**src/rtl/fetch_unit_pkg.sv**
```systemverilog
// Shared fetch/decode definitions: state encoding, halt opcode and default widths.
// The decoder and fetch_unit both import this so their field widths agree.
package fetch_unit_pkg;

  localparam int INSTR_W       = 9;
  localparam int PC_W_DEF      = 10;
  localparam int LUT_IDX_W_DEF = 5;

  localparam logic [INSTR_W-1:0] HALT_INSTR = 9'h1FF;

  typedef enum logic [1:0] {
    FS_IDLE = 2'd0,
    FS_RUN  = 2'd1,
    FS_DONE = 2'd2
  } fetch_state_t;

endpackage

```
**src/rtl/fetch_unit_if.sv**
```systemverilog
// Decoder/host-facing bundle of fetch_unit: run handshake, decoder controls,
// LUT write port and the registered ROM address outputs.
interface fetch_unit_if import fetch_unit_pkg::*; #(
  parameter int PC_W      = PC_W_DEF,
  parameter int LUT_IDX_W = LUT_IDX_W_DEF
) ();

  logic                 Start;
  logic                 Jump;
  logic                 BranchEn;
  logic                 BranchAccept;
  logic                 Halt;
  logic [LUT_IDX_W-1:0] BranchIdx;
  logic                 LutWe;
  logic [LUT_IDX_W-1:0] LutWAddr;
  logic [PC_W-1:0]      LutWData;
  logic [PC_W-1:0]      ProgCtr;
  logic                 InstrValid;
  logic                 Done;

  modport master (
    output Start, Jump, BranchEn, BranchAccept, Halt, BranchIdx,
    output LutWe, LutWAddr, LutWData,
    input  ProgCtr, InstrValid, Done
  );

  modport slave (
    input  Start, Jump, BranchEn, BranchAccept, Halt, BranchIdx,
    input  LutWe, LutWAddr, LutWData,
    output ProgCtr, InstrValid, Done
  );

endinterface

```
**src/rtl/fetch_unit_branch_lut.sv**
```systemverilog
// Branch-target table: 2^IDX_W absolute PC entries, cleared on reset.
// Gated synchronous write, combinational read (read returns pre-write data).
module fetch_unit_branch_lut #(
  parameter int PC_W  = 10,
  parameter int IDX_W = 5
) (
  input  logic             clk,
  input  logic             rst_n,
  input  logic             we,
  input  logic [IDX_W-1:0] waddr,
  input  logic [PC_W-1:0]  wdata,
  input  logic [IDX_W-1:0] raddr,
  output logic [PC_W-1:0]  rdata
);

  localparam int DEPTH = 1 << IDX_W;

  logic [PC_W-1:0] mem [DEPTH];

  always_ff @(posedge clk or negedge rst_n) begin
    if (!rst_n) begin
      for (int i = 0; i < DEPTH; i++) begin
        mem[i] <= '0;
      end
    end else if (we) begin
      mem[waddr] <= wdata;
    end
  end

  assign rdata = mem[raddr];

endmodule

```
**src/rtl/fetch_unit.sv**
```systemverilog
// PC sequencer: one instruction per cycle in RUN, next PC registered from halt/jump/branch/increment.
// Falling off the top of ROM parks in DONE rather than wrapping; LUT is only writable outside RUN.
module fetch_unit import fetch_unit_pkg::*; #(
  parameter int              PC_W       = PC_W_DEF,
  parameter int              LUT_IDX_W  = LUT_IDX_W_DEF,
  parameter logic [PC_W-1:0] START_ADDR = '0
) (
  input  logic         Clk,
  input  logic         Reset_n,
  fetch_unit_if.slave  bus
);

  localparam logic [PC_W-1:0] PC_MAX = '1;

  fetch_state_t    state;
  logic            lut_we;
  logic            take_target;
  logic [PC_W-1:0] lut_target;

  // Blocking writes during RUN keeps the table stable under the instruction stream.
  assign lut_we      = bus.LutWe && (state != FS_RUN);
  assign take_target = bus.Jump || (bus.BranchEn && bus.BranchAccept);

  fetch_unit_branch_lut #(
    .PC_W  (PC_W),
    .IDX_W (LUT_IDX_W)
  ) u_branch_lut (
    .clk   (Clk),
    .rst_n (Reset_n),
    .we    (lut_we),
    .waddr (bus.LutWAddr),
    .wdata (bus.LutWData),
    .raddr (bus.BranchIdx),
    .rdata (lut_target)
  );

  always_ff @(posedge Clk or negedge Reset_n) begin
    if (!Reset_n) begin
      state          <= FS_IDLE;
      bus.ProgCtr    <= '0;
      bus.InstrValid <= 1'b0;
      bus.Done       <= 1'b0;
    end else begin
      case (state)
        FS_IDLE, FS_DONE: begin
          if (bus.Start) begin
            state          <= FS_RUN;
            bus.ProgCtr    <= START_ADDR;
            bus.InstrValid <= 1'b1;
            bus.Done       <= 1'b0;
          end
        end
        FS_RUN: begin
          if (bus.Halt) begin
            state          <= FS_DONE;
            bus.InstrValid <= 1'b0;
            bus.Done       <= 1'b1;
          end else if (take_target) begin
            bus.ProgCtr <= lut_target;
          end else if (bus.ProgCtr == PC_MAX) begin
            state          <= FS_DONE;
            bus.InstrValid <= 1'b0;
            bus.Done       <= 1'b1;
          end else begin
            bus.ProgCtr <= bus.ProgCtr + PC_W'(1);
          end
        end
        default: begin
          state          <= FS_IDLE;
          bus.InstrValid <= 1'b0;
          bus.Done       <= 1'b0;
        end
      endcase
    end
  end

endmodule

```
**src/flat_wrapper.sv**
```systemverilog
// flat-port wrapper written by rule: the top's interface ports become plain ports
module fetch_unit_flat import fetch_unit_pkg::*;
#(
  parameter int              PC_W       = PC_W_DEF,
  parameter int              LUT_IDX_W  = LUT_IDX_W_DEF,
  parameter logic [PC_W-1:0] START_ADDR = '0
)
  (Clk, Reset_n, bus_Start, bus_Jump, bus_BranchEn, bus_BranchAccept, bus_Halt, bus_BranchIdx, bus_LutWe, bus_LutWAddr, bus_LutWData, bus_ProgCtr, bus_InstrValid, bus_Done);
  fetch_unit_if #(.PC_W(PC_W), .LUT_IDX_W(LUT_IDX_W)) bus_i ();
  input  logic Clk;
  input  logic Reset_n;
  input wire logic [$bits(bus_i.Start)-1:0] bus_Start;
  input wire logic [$bits(bus_i.Jump)-1:0] bus_Jump;
  input wire logic [$bits(bus_i.BranchEn)-1:0] bus_BranchEn;
  input wire logic [$bits(bus_i.BranchAccept)-1:0] bus_BranchAccept;
  input wire logic [$bits(bus_i.Halt)-1:0] bus_Halt;
  input wire logic [$bits(bus_i.BranchIdx)-1:0] bus_BranchIdx;
  input wire logic [$bits(bus_i.LutWe)-1:0] bus_LutWe;
  input wire logic [$bits(bus_i.LutWAddr)-1:0] bus_LutWAddr;
  input wire logic [$bits(bus_i.LutWData)-1:0] bus_LutWData;
  output wire logic [$bits(bus_i.ProgCtr)-1:0] bus_ProgCtr;
  output wire logic [$bits(bus_i.InstrValid)-1:0] bus_InstrValid;
  output wire logic [$bits(bus_i.Done)-1:0] bus_Done;
  assign bus_i.Start = bus_Start;
  assign bus_i.Jump = bus_Jump;
  assign bus_i.BranchEn = bus_BranchEn;
  assign bus_i.BranchAccept = bus_BranchAccept;
  assign bus_i.Halt = bus_Halt;
  assign bus_i.BranchIdx = bus_BranchIdx;
  assign bus_i.LutWe = bus_LutWe;
  assign bus_i.LutWAddr = bus_LutWAddr;
  assign bus_i.LutWData = bus_LutWData;
  assign bus_ProgCtr = bus_i.ProgCtr;
  assign bus_InstrValid = bus_i.InstrValid;
  assign bus_Done = bus_i.Done;
  fetch_unit #(.PC_W(PC_W), .LUT_IDX_W(LUT_IDX_W), .START_ADDR(START_ADDR)) u_core (.Clk(Clk), .Reset_n(Reset_n), .bus(bus_i));
endmodule
```
**config.mk**
```make
export PLATFORM = sky130hd
export DESIGN_NAME = fetch_unit_flat
export DESIGN_NICKNAME = d
export VERILOG_FILES = /design/src/rtl/fetch_unit_pkg.sv /design/src/rtl/fetch_unit_if.sv /design/src/rtl/fetch_unit_branch_lut.sv /design/src/rtl/fetch_unit.sv /design/src/flat_wrapper.sv
export SDC_FILE = /design/constraint.sdc
export NUM_CORES = 1
export LEC_CHECK = 0
export CAP_MARGIN = 15
export CORE_UTILIZATION = 40
export DETAILED_ROUTE_END_ITERATION = 12
export SLEW_MARGIN = 0
export SYNTH_ARGS = -nofsm -noshare
export SYNTH_HDL_FRONTEND = slang
export SYNTH_SLANG_ARGS = --single-unit
```
**constraint.sdc**
```tcl
create_clock -name Clk -period 3.13 [get_ports Clk]
set_clock_uncertainty 0.2 [all_clocks]
set_input_delay 0.4695 -clock Clk [delete_from_list [all_inputs] [get_ports Clk]]
set_output_delay 0.4695 -clock Clk [all_outputs]
set_load 0.02 [all_outputs]
```
### Yosys cells after proc, flatten, opt, wreduce, memory -nomap -nowiden

Cells that the tools add are included.

* add/subtract/negate cells: 1
* magnitude comparators: 3
* eq/ne operators: 9
* mux-type cells: 26
* reduce and logical (&&, ||, !) cells: 9
* bitwise operators: 2

Operator list (count)
* bitwise mux 320 bit: 1
* two-way mux 10 bit: 7
* binary-select mux 10 bit (select 5 bit): 1
* demux 10 bit (select 5 bit): 1
* one-hot mux 10 bit (2 select lines): 1
* greater-or-equal comparator 6 bit, second input constant: 2
* inverter 5 -> 6 bit: 2
* adder 10 x 1 -> 10 bit, second input constant: 1
* equality test 10 bit, second input constant: 1
* two-way mux 1 bit: 8
* two-way mux 2 bit: 4
* less-than comparator 6 x 1 -> 1 bit, second input constant: 1
* inequality test 3 x 2 -> 1 bit, second input constant: 2
* inequality test 2 bit, second input constant: 2
* one-hot mux 1 bit (2 select lines): 2
* one-hot mux 2 bit (2 select lines): 1
* AND reduction 4 bit: 1
* logical AND 1 bit: 3
* inequality test 3 bit, second input constant: 1
* AND reduction 3 bit: 1
* equality test 2 x 1 -> 1 bit, second input constant: 1
* equality test 2 bit, second input constant: 1
* zero test 2 bit: 1
* inequality test 2 x 1 -> 1 bit, second input constant: 1
* 3 further kinds: 3

* register bits after elaboration: 334
* bits of input ports: 28
* output and inout port bits: 12
* logic and storage cells: 86

### Depth between registers and ports, before layout

* depth in word-level cells: 7
* gate-level depth with buffers: 9
* depth with buffers taken out: 7

### Modules after synthesis

Synthesis repeated with hierarchy kept, for this count alone.

* cells, all modules: 1186
* area, all modules: 16027.9 sq um

By module, submodules not included
* fetch_unit_branch_lut: times used 1, cells an instance 1084, area an instance 15110.7 sq um
* fetch_unit: times used 1, cells an instance 102, area an instance 917.1 sq um

### Least setup slack after synthesis

No wires, ideal clock.

* kind: input to register
* from: input port bus_LutWAddr[4]
* to: register u_core.u_branch_lut.mem[310] in the netlist's numbering
* buffers on the path: 3
* arrival time: 1.955 ns
* setup time: 0.125 ns
* data required time: 2.805 ns
* path slack: 0.850 ns
* stages: 6
* path through: buf_2 or3_1 clkbuf_1 or4_1 buf_6 mux2_4

* word-level cells in the longest chain between the ends: 6

Ends and longest elaborated chain
* from (decl): line flat_wrapper.sv:19 `input wire logic [$bits(bus_i.LutWAddr)-1:0] bus_LutWAddr;`
* inverter 5 -> 6 bit (implied by the code) *: line fetch_unit_branch_lut.sv:26 `mem[waddr] <= wdata;`
* greater-or-equal comparator 6 bit (implied by the code) / less-than comparator 6 x 1 -> 1 bit (equally long branches): line fetch_unit_branch_lut.sv:26
* logical AND 1 bit (implied by the code): line fetch_unit_branch_lut.sv:26
* two-way mux 10 bit (implied by the code): line fetch_unit_branch_lut.sv:26
* demux 10 bit (select 5 bit) *: line fetch_unit_branch_lut.sv:26
* bitwise mux 320 bit *: line fetch_unit_branch_lut.sv:26
* to (signal, indexed assignment): line fetch_unit_branch_lut.sv:26
* to (decl): line fetch_unit_branch_lut.sv:18 `logic [PC_W-1:0] mem [DEPTH];`

Every way passes the cells marked *; elsewhere a longest branch is shown, timed or not.
A chain may end at the register's enable or synchronous reset.

### Final worst setup path

* from: register u_core.bus.ProgCtr[0]
* to: register u_core.bus.ProgCtr[5]

* word-level cells in the longest chain between the ends: 5

Ends and longest elaborated chain
* from (decl): line fetch_unit_if.sv:30 `output ProgCtr, InstrValid, Done`
* from (signal assigned): line fetch_unit.sv:59 `bus.ProgCtr <= lut_target;`
* from (signal assigned): line fetch_unit.sv:65 `bus.ProgCtr <= bus.ProgCtr + PC_W'(1);`
* adder 10 x 1 -> 10 bit: line fetch_unit.sv:65
* two-way mux 10 bit: line fetch_unit.sv:60 `end else if (bus.ProgCtr == PC_MAX) begin`
* two-way mux 10 bit: line fetch_unit.sv:58 `end else if (take_target) begin`
* two-way mux 10 bit: line fetch_unit.sv:54 `if (bus.Halt) begin`
* one-hot mux 10 bit (2 select lines): line fetch_unit.sv:44 `case (state)`

Parallel ways exist; a longest one is shown, timed or not. The select of a mux whose other input is x is not followed.

==> results by group <==
Status
  • Run status: finished, final reports clean

Floorplan
  • X dimension of the die: ~200 µm
  • Core area: about 0.038 mm²
  • Full die area: between 0.03 and 0.04 mm²
  • Floorplan die height: 199 µm
  • Total I/O pin count: 40
  • Initial core utilization: 0.409
  • Cell Rows: 71

Setup path
  • Worst reg-to-reg path cell count: 5
  • Cells traversed along the worst timing path: ha_1 > nand3_1 > o311ai_1 > o21ai_0 > a221o_1
  • Cell at the slowest stage of the critical path: sky130_fd_sc_hd__o311ai_1
  • Worst path top cell family by delay: compound AO/OA/AOI/OAI gates
  • Worst setup path class: reg2reg
  • Data arrival at the endpoint of the critical path: 2.67 ns
  • Worst Setup Start Kind: register
  • Critical path endpoint category: register
  • Max Fanout on Critical Path: 6
  • Reg2reg setup slack: 0.65 ns
  • R2R Path Start: u_core.bus.ProgCtr[0]
  • Slowest cell delay on critical path: 0.74 ns
  • Required time of the critical path: 3.33 ns
  • Reg2Reg Capture Point: u_core.bus.ProgCtr[5]
  • CP bufs+invs: 0

Power and ir drop
  • Proportion of power drawn by flip-flops and latches: 0.469
  • Clock network fraction of design power: 0.324
  • Worst voltage drop across the vdd grid: between 0.3 and 0.4 mV
  • P per Cell Area: roughly 710 mW/mm²
  • Leakage component of the power: a little over 8 nW
  • Internal power contribution: roughly 9.5 mW
  • Switching portion of total power: 0.265
  • Net switching component of the power: about 3.4 mW
  • Logic gate share of total power: 0.207

Logic synthesis
  • Post-synth top flop: sky130_fd_sc_hd__dfrtp_1
  • Post-synth net total: between 1000 and 1500
  • Synthesized area per cell: approximately 15 µm²
  • Yosys Warn Count: 0
  • Share of the yosys chip area belonging to registers: 0.537
  • Flip-flop and latch count after synthesis: 334
  • Post-synthesis instance area: ~0.016 mm²
  • Number of synthesized flops with an enable pin: 0
  • Count of mapped cells out of synthesis: a little over 1000
  • Proportion of register bits with asynchronous set or reset after synthesis: 1.00
  • Number of unique standard cell types used by synthesis: between 50 and 60

GRT
  • Number of global-route vias before repair: between 9000 and 10000
  • Pin count of the biggest net entering global routing: roughly 90
  • Final global-route overflow total: 0
  • Initial antenna violation count: 1
  • First-pass GRT wire length: between 60000 and 70000 µm
  • Tot GR Track Use: 0.208

Clock network
  • Cell at the root of the clock tree: sky130_fd_sc_hd__clkbuf_16
  • Count of clock tree sinks: roughly 330
  • Clock latency at the later pin of the worst-skew pair: approximately 0.52 ns
  • Clock Path Buffers: 3
  • Clock buffer count from CTS: 37
  • Clock-pin slew on the worst setup and hold paths: approximately 0.06 ns
  • TritonCTS clock tree: built
  • Maximum level of the CTS H-tree: 2
  • Post-CTS setup buffer count: 0

STA
  • Count of pins over their slew limit: 0
  • Slew at the pin closest to its max-slew limit: between 0.7 and 0.8 ns
  • Final setup fails: 0
  • Highest attainable clock frequency: around 400 MHz
  • Final-report hold violation count: 0
  • Max transition margin: 0.466
  • Smallest hold slack: approximately 0.3 ns
  • Sum of negative setup slack: 0 ns
  • Setup repair after global routing missed its margin: false
  • Final period utilization: 0.791
  • Clock period minus final worst setup slack: 2.48 ns

Detailed routing
  • Total length of routed wires: about 40000 µm
  • Via-to-Cell Ratio: 5.63
  • TritonRoute pass-1 iters: 5
  • Detailed Route Iter0 Violations: around 630
  • Detail Route Antenna Nets: 0
  • Average routed wire per standard cell: roughly 24 µm
  • DRC violations left: 0
  • Routed vias: 9342

Placement
  • Placer's final routability congestion estimate: approximately 0.9
  • HPWL after detailed placement: approximately 26000 µm
  • Quantity of I/O buffers inserted on ports: 39

Finish
  • Ant. Diodes: 0
  • Sequential cell area: around 0.0084 mm²
  • Area growth from synthesis to final layout: 17.3%
  • Share of post-route cells with drive strength above 1: 0.506
  • Area used by multi-input combinational logic: just under 0.007 mm²
  • Final cell utilization of the core: 0.480
  • Post-layout net count: between 1000 and 1500
  • Count of filler cells inserted in the layout: around 3400

Hold path
  • Type of the worst min-delay path: reg2reg
  • Hold Path Cell Cnt: 1
  • Startpoint of the worst hold path: u_core.u_branch_lut.mem[255]
  • End of the worst hold path: u_core.u_branch_lut.mem[255]

Job
  • Reported max-cap violation count: 0
## what timing repair did
| item | CTS | global route |
|---|---|---|
| endpoints found under the hold margin | 81 | 0 |
| gates resized for setup | 0 | 0 |
| hold buffers | 1 | 0 |
## cell usage after synthesis, types with 2 or more instances
master                        n  share of area
sky130_fd_sc_hd__mux2i_1     24          0.015
sky130_fd_sc_hd__nor2b_1      9         0.0036
sky130_fd_sc_hd__a221o_1      4         0.0026
sky130_fd_sc_hd__nor2_1      15         0.0036
sky130_fd_sc_hd__buf_2       12         0.0039
sky130_fd_sc_hd__nor3b_1      4         0.0019
sky130_fd_sc_hd__o22ai_1      6         0.0024
sky130_fd_sc_hd__nand3_1     10         0.0032
sky130_fd_sc_hd__nor4_1       2        0.00080
sky130_fd_sc_hd__buf_1        2        0.00048
sky130_fd_sc_hd__o21ai_0     12         0.0039
sky130_fd_sc_hd__buf_6        5         0.0036
sky130_fd_sc_hd__mux4_1       5         0.0084
sky130_fd_sc_hd__buf_4        9         0.0043
sky130_fd_sc_hd__or4_1        4         0.0019
sky130_fd_sc_hd__mux2_2     318           0.23
sky130_fd_sc_hd__o221ai_1     3         0.0017
sky130_fd_sc_hd__nand2_1     13         0.0031
sky130_fd_sc_hd__dfrtp_1    334           0.54
sky130_fd_sc_hd__nand4_1      5         0.0020
sky130_fd_sc_hd__mux2_4      10         0.0096
sky130_fd_sc_hd__a211oi_1     6         0.0029
sky130_fd_sc_hd__o211ai_1     3         0.0014
sky130_fd_sc_hd__clkbuf_1    42          0.010
sky130_fd_sc_hd__and3_1       4         0.0016
sky130_fd_sc_hd__or3b_2       2         0.0011
sky130_fd_sc_hd__nand4b_1     4         0.0023
sky130_fd_sc_hd__a21oi_1      6         0.0019
sky130_fd_sc_hd__nand3b_1     4         0.0019
sky130_fd_sc_hd__mux4_2      69           0.10
sky130_fd_sc_hd__nor3_1       4         0.0013
sky130_fd_sc_hd__a21o_1       3         0.0014
sky130_fd_sc_hd__or2_2        3         0.0012
sky130_fd_sc_hd__a2bb2oi_1    2         0.0011
sky130_fd_sc_hd__nand2b_1     4         0.0016
sky130_fd_sc_hd__inv_1        4        0.00096
sky130_fd_sc_hd__nor2_2      24         0.0096
sky130_fd_sc_hd__a31oi_1      3         0.0012
sky130_fd_sc_hd__a211o_1      2         0.0011
sky130_fd_sc_hd__a22oi_1      7         0.0034
## power groups by stage
stage | clock network (mW) | logic (mW) | registers (mW)
6_report | 4.18 | 2.68 | 6.06
5_1_grt | 4.44 | 2.88 | 6.20
4_1_cts | 4.28 | 2.70 | 6.05
3_5_place_dp | 0 | 2.69 | 6.13
3_3_place_gp | 0 | 2.62 | 6.08
2_1_floorplan | 0 | 1.87 | 5.97
## per-stage QoR
| step | area [µm²] | power, mW | setup slack, ns | std cells |
|---|---|---|---|---|
| 2_1_floorplan | 15600 | 7.84 | 0.850 | 1020 |
| 3_3_place_gp | 17100 | 8.70 | 0.210 | 1590 |
| 3_5_place_dp | 17100 | 8.81 | 0.184 | 1590 |
| 4_1_cts | 18300 | 13.0 | 0.669 | 1658 |
| 5_1_grt | 18300 | 13.5 | 0.470 | 1658 |
| 6_report | 18300 | 12.9 | 0.654 | 1658 |
## kinds of logic (layout without fill, tap and decap cells)
logic type | Yosys count | count (layout) | share of synthesized area
simple gates | 116 | 116 | 0.0436
compound gates | 68 | 68 | 0.0314
fa+ha+maj | 1 | 1 | 0.000804
mux | 426 | 426 | 0.363
flops | 334 | 334 | 0.537
xor+xnor | 1 | 1 | 0.000563
buf+inv | 74 | 201 | 0.0234
## worst reg2reg max path, cell delays in order, from the launching register on
cell and delay [ns]:
sky130_fd_sc_hd__dfrtp_1 0.45, sky130_fd_sc_hd__ha_1 0.26, sky130_fd_sc_hd__nand3_1 0.18, sky130_fd_sc_hd__o311ai_1 0.74
sky130_fd_sc_hd__o21ai_0 0.21, sky130_fd_sc_hd__a221o_1 0.31
## layout make-up
| class | count | share of cell area |
|---|---|---|
| repair buffers | 130 | 0.0676 |
| clock buffers | 55 | 0.0600 |
| clock inverters | 12 | 0.00418 |
| well taps | 511 | 0.0350 |
| flip-flops and latches | 334 | 0.458 |
| inverters | 4 | 0.000822 |
| multi-input cells | 612 | 0.375 |
## layout by cell type, fill, tap and decap left out, types with 5 or more instances in the layout
| cell | netlist | final |
|---|---|---|
| sky130_fd_sc_hd__clkdlybuf4s50_1 | 0 | 35 |
| sky130_fd_sc_hd__a211oi_1 | 6 | 6 |
| sky130_fd_sc_hd__mux2i_1 | 24 | 24 |
| sky130_fd_sc_hd__mux2_4 | 10 | 10 |
| sky130_fd_sc_hd__mux4_2 | 69 | 69 |
| sky130_fd_sc_hd__mux2_2 | 318 | 318 |
| sky130_fd_sc_hd__clkbuf_16 | 0 | 39 |
| sky130_fd_sc_hd__nor2_1 | 15 | 15 |
| sky130_fd_sc_hd__nand4_1 | 5 | 5 |
| sky130_fd_sc_hd__nor2_2 | 24 | 24 |
| sky130_fd_sc_hd__dfrtp_1 | 334 | 334 |
| sky130_fd_sc_hd__buf_12 | 0 | 13 |
| sky130_fd_sc_hd__a21oi_1 | 6 | 6 |
| sky130_fd_sc_hd__o22ai_1 | 6 | 6 |
| sky130_fd_sc_hd__nand2_1 | 13 | 13 |
| sky130_fd_sc_hd__nand3_1 | 10 | 10 |
| sky130_fd_sc_hd__buf_4 | 9 | 79 |
| sky130_fd_sc_hd__clkbuf_1 | 42 | 10 |
| sky130_fd_sc_hd__clkinv_2 | 0 | 7 |
| sky130_fd_sc_hd__o21ai_0 | 12 | 12 |
| sky130_fd_sc_hd__clkbuf_8 | 0 | 6 |
| sky130_fd_sc_hd__a22oi_1 | 7 | 7 |
| sky130_fd_sc_hd__mux4_1 | 5 | 5 |
| sky130_fd_sc_hd__nor2b_1 | 9 | 9 |
## routing by layer
metal  vias to the layer above  part of all wire  track usage
li1                       4032                 -            -
met3                        59             0.058       0.0435
met4                         2             0.020       0.0547
met2                       240              0.44        0.305
met1                      5009              0.48        0.311
met5                         -           0.00025            0
## sequential cells by signal (all words and copies together), names as in the netlist
signal	cells
u_core.bus.InstrValid	1
u_core.state	2
u_core.bus.ProgCtr	10
u_core.u_branch_lut.mem	320
u_core.bus.Done	1
## worst max path at each step
stage	startpoint	end	slack (ns)	cells after the start
final	u_core.bus.ProgCtr[0]	u_core.bus.ProgCtr[5]	0.65	5
after global placement	bus_BranchIdx[1]	u_core.bus.ProgCtr[9]	0.21	6
after CTS	u_core.bus.ProgCtr[0]	u_core.bus.ProgCtr[5]	0.67	5
after detailed placement	bus_BranchIdx[1]	u_core.bus.ProgCtr[9]	0.18	6
after floorplan	bus_LutWAddr[4]	u_core.u_branch_lut.mem[310]	0.85	6
after global routing	u_core.bus.ProgCtr[0]	u_core.bus.ProgCtr[5]	0.47	5
No activity file was read; power rests on OpenSTA's default activity.
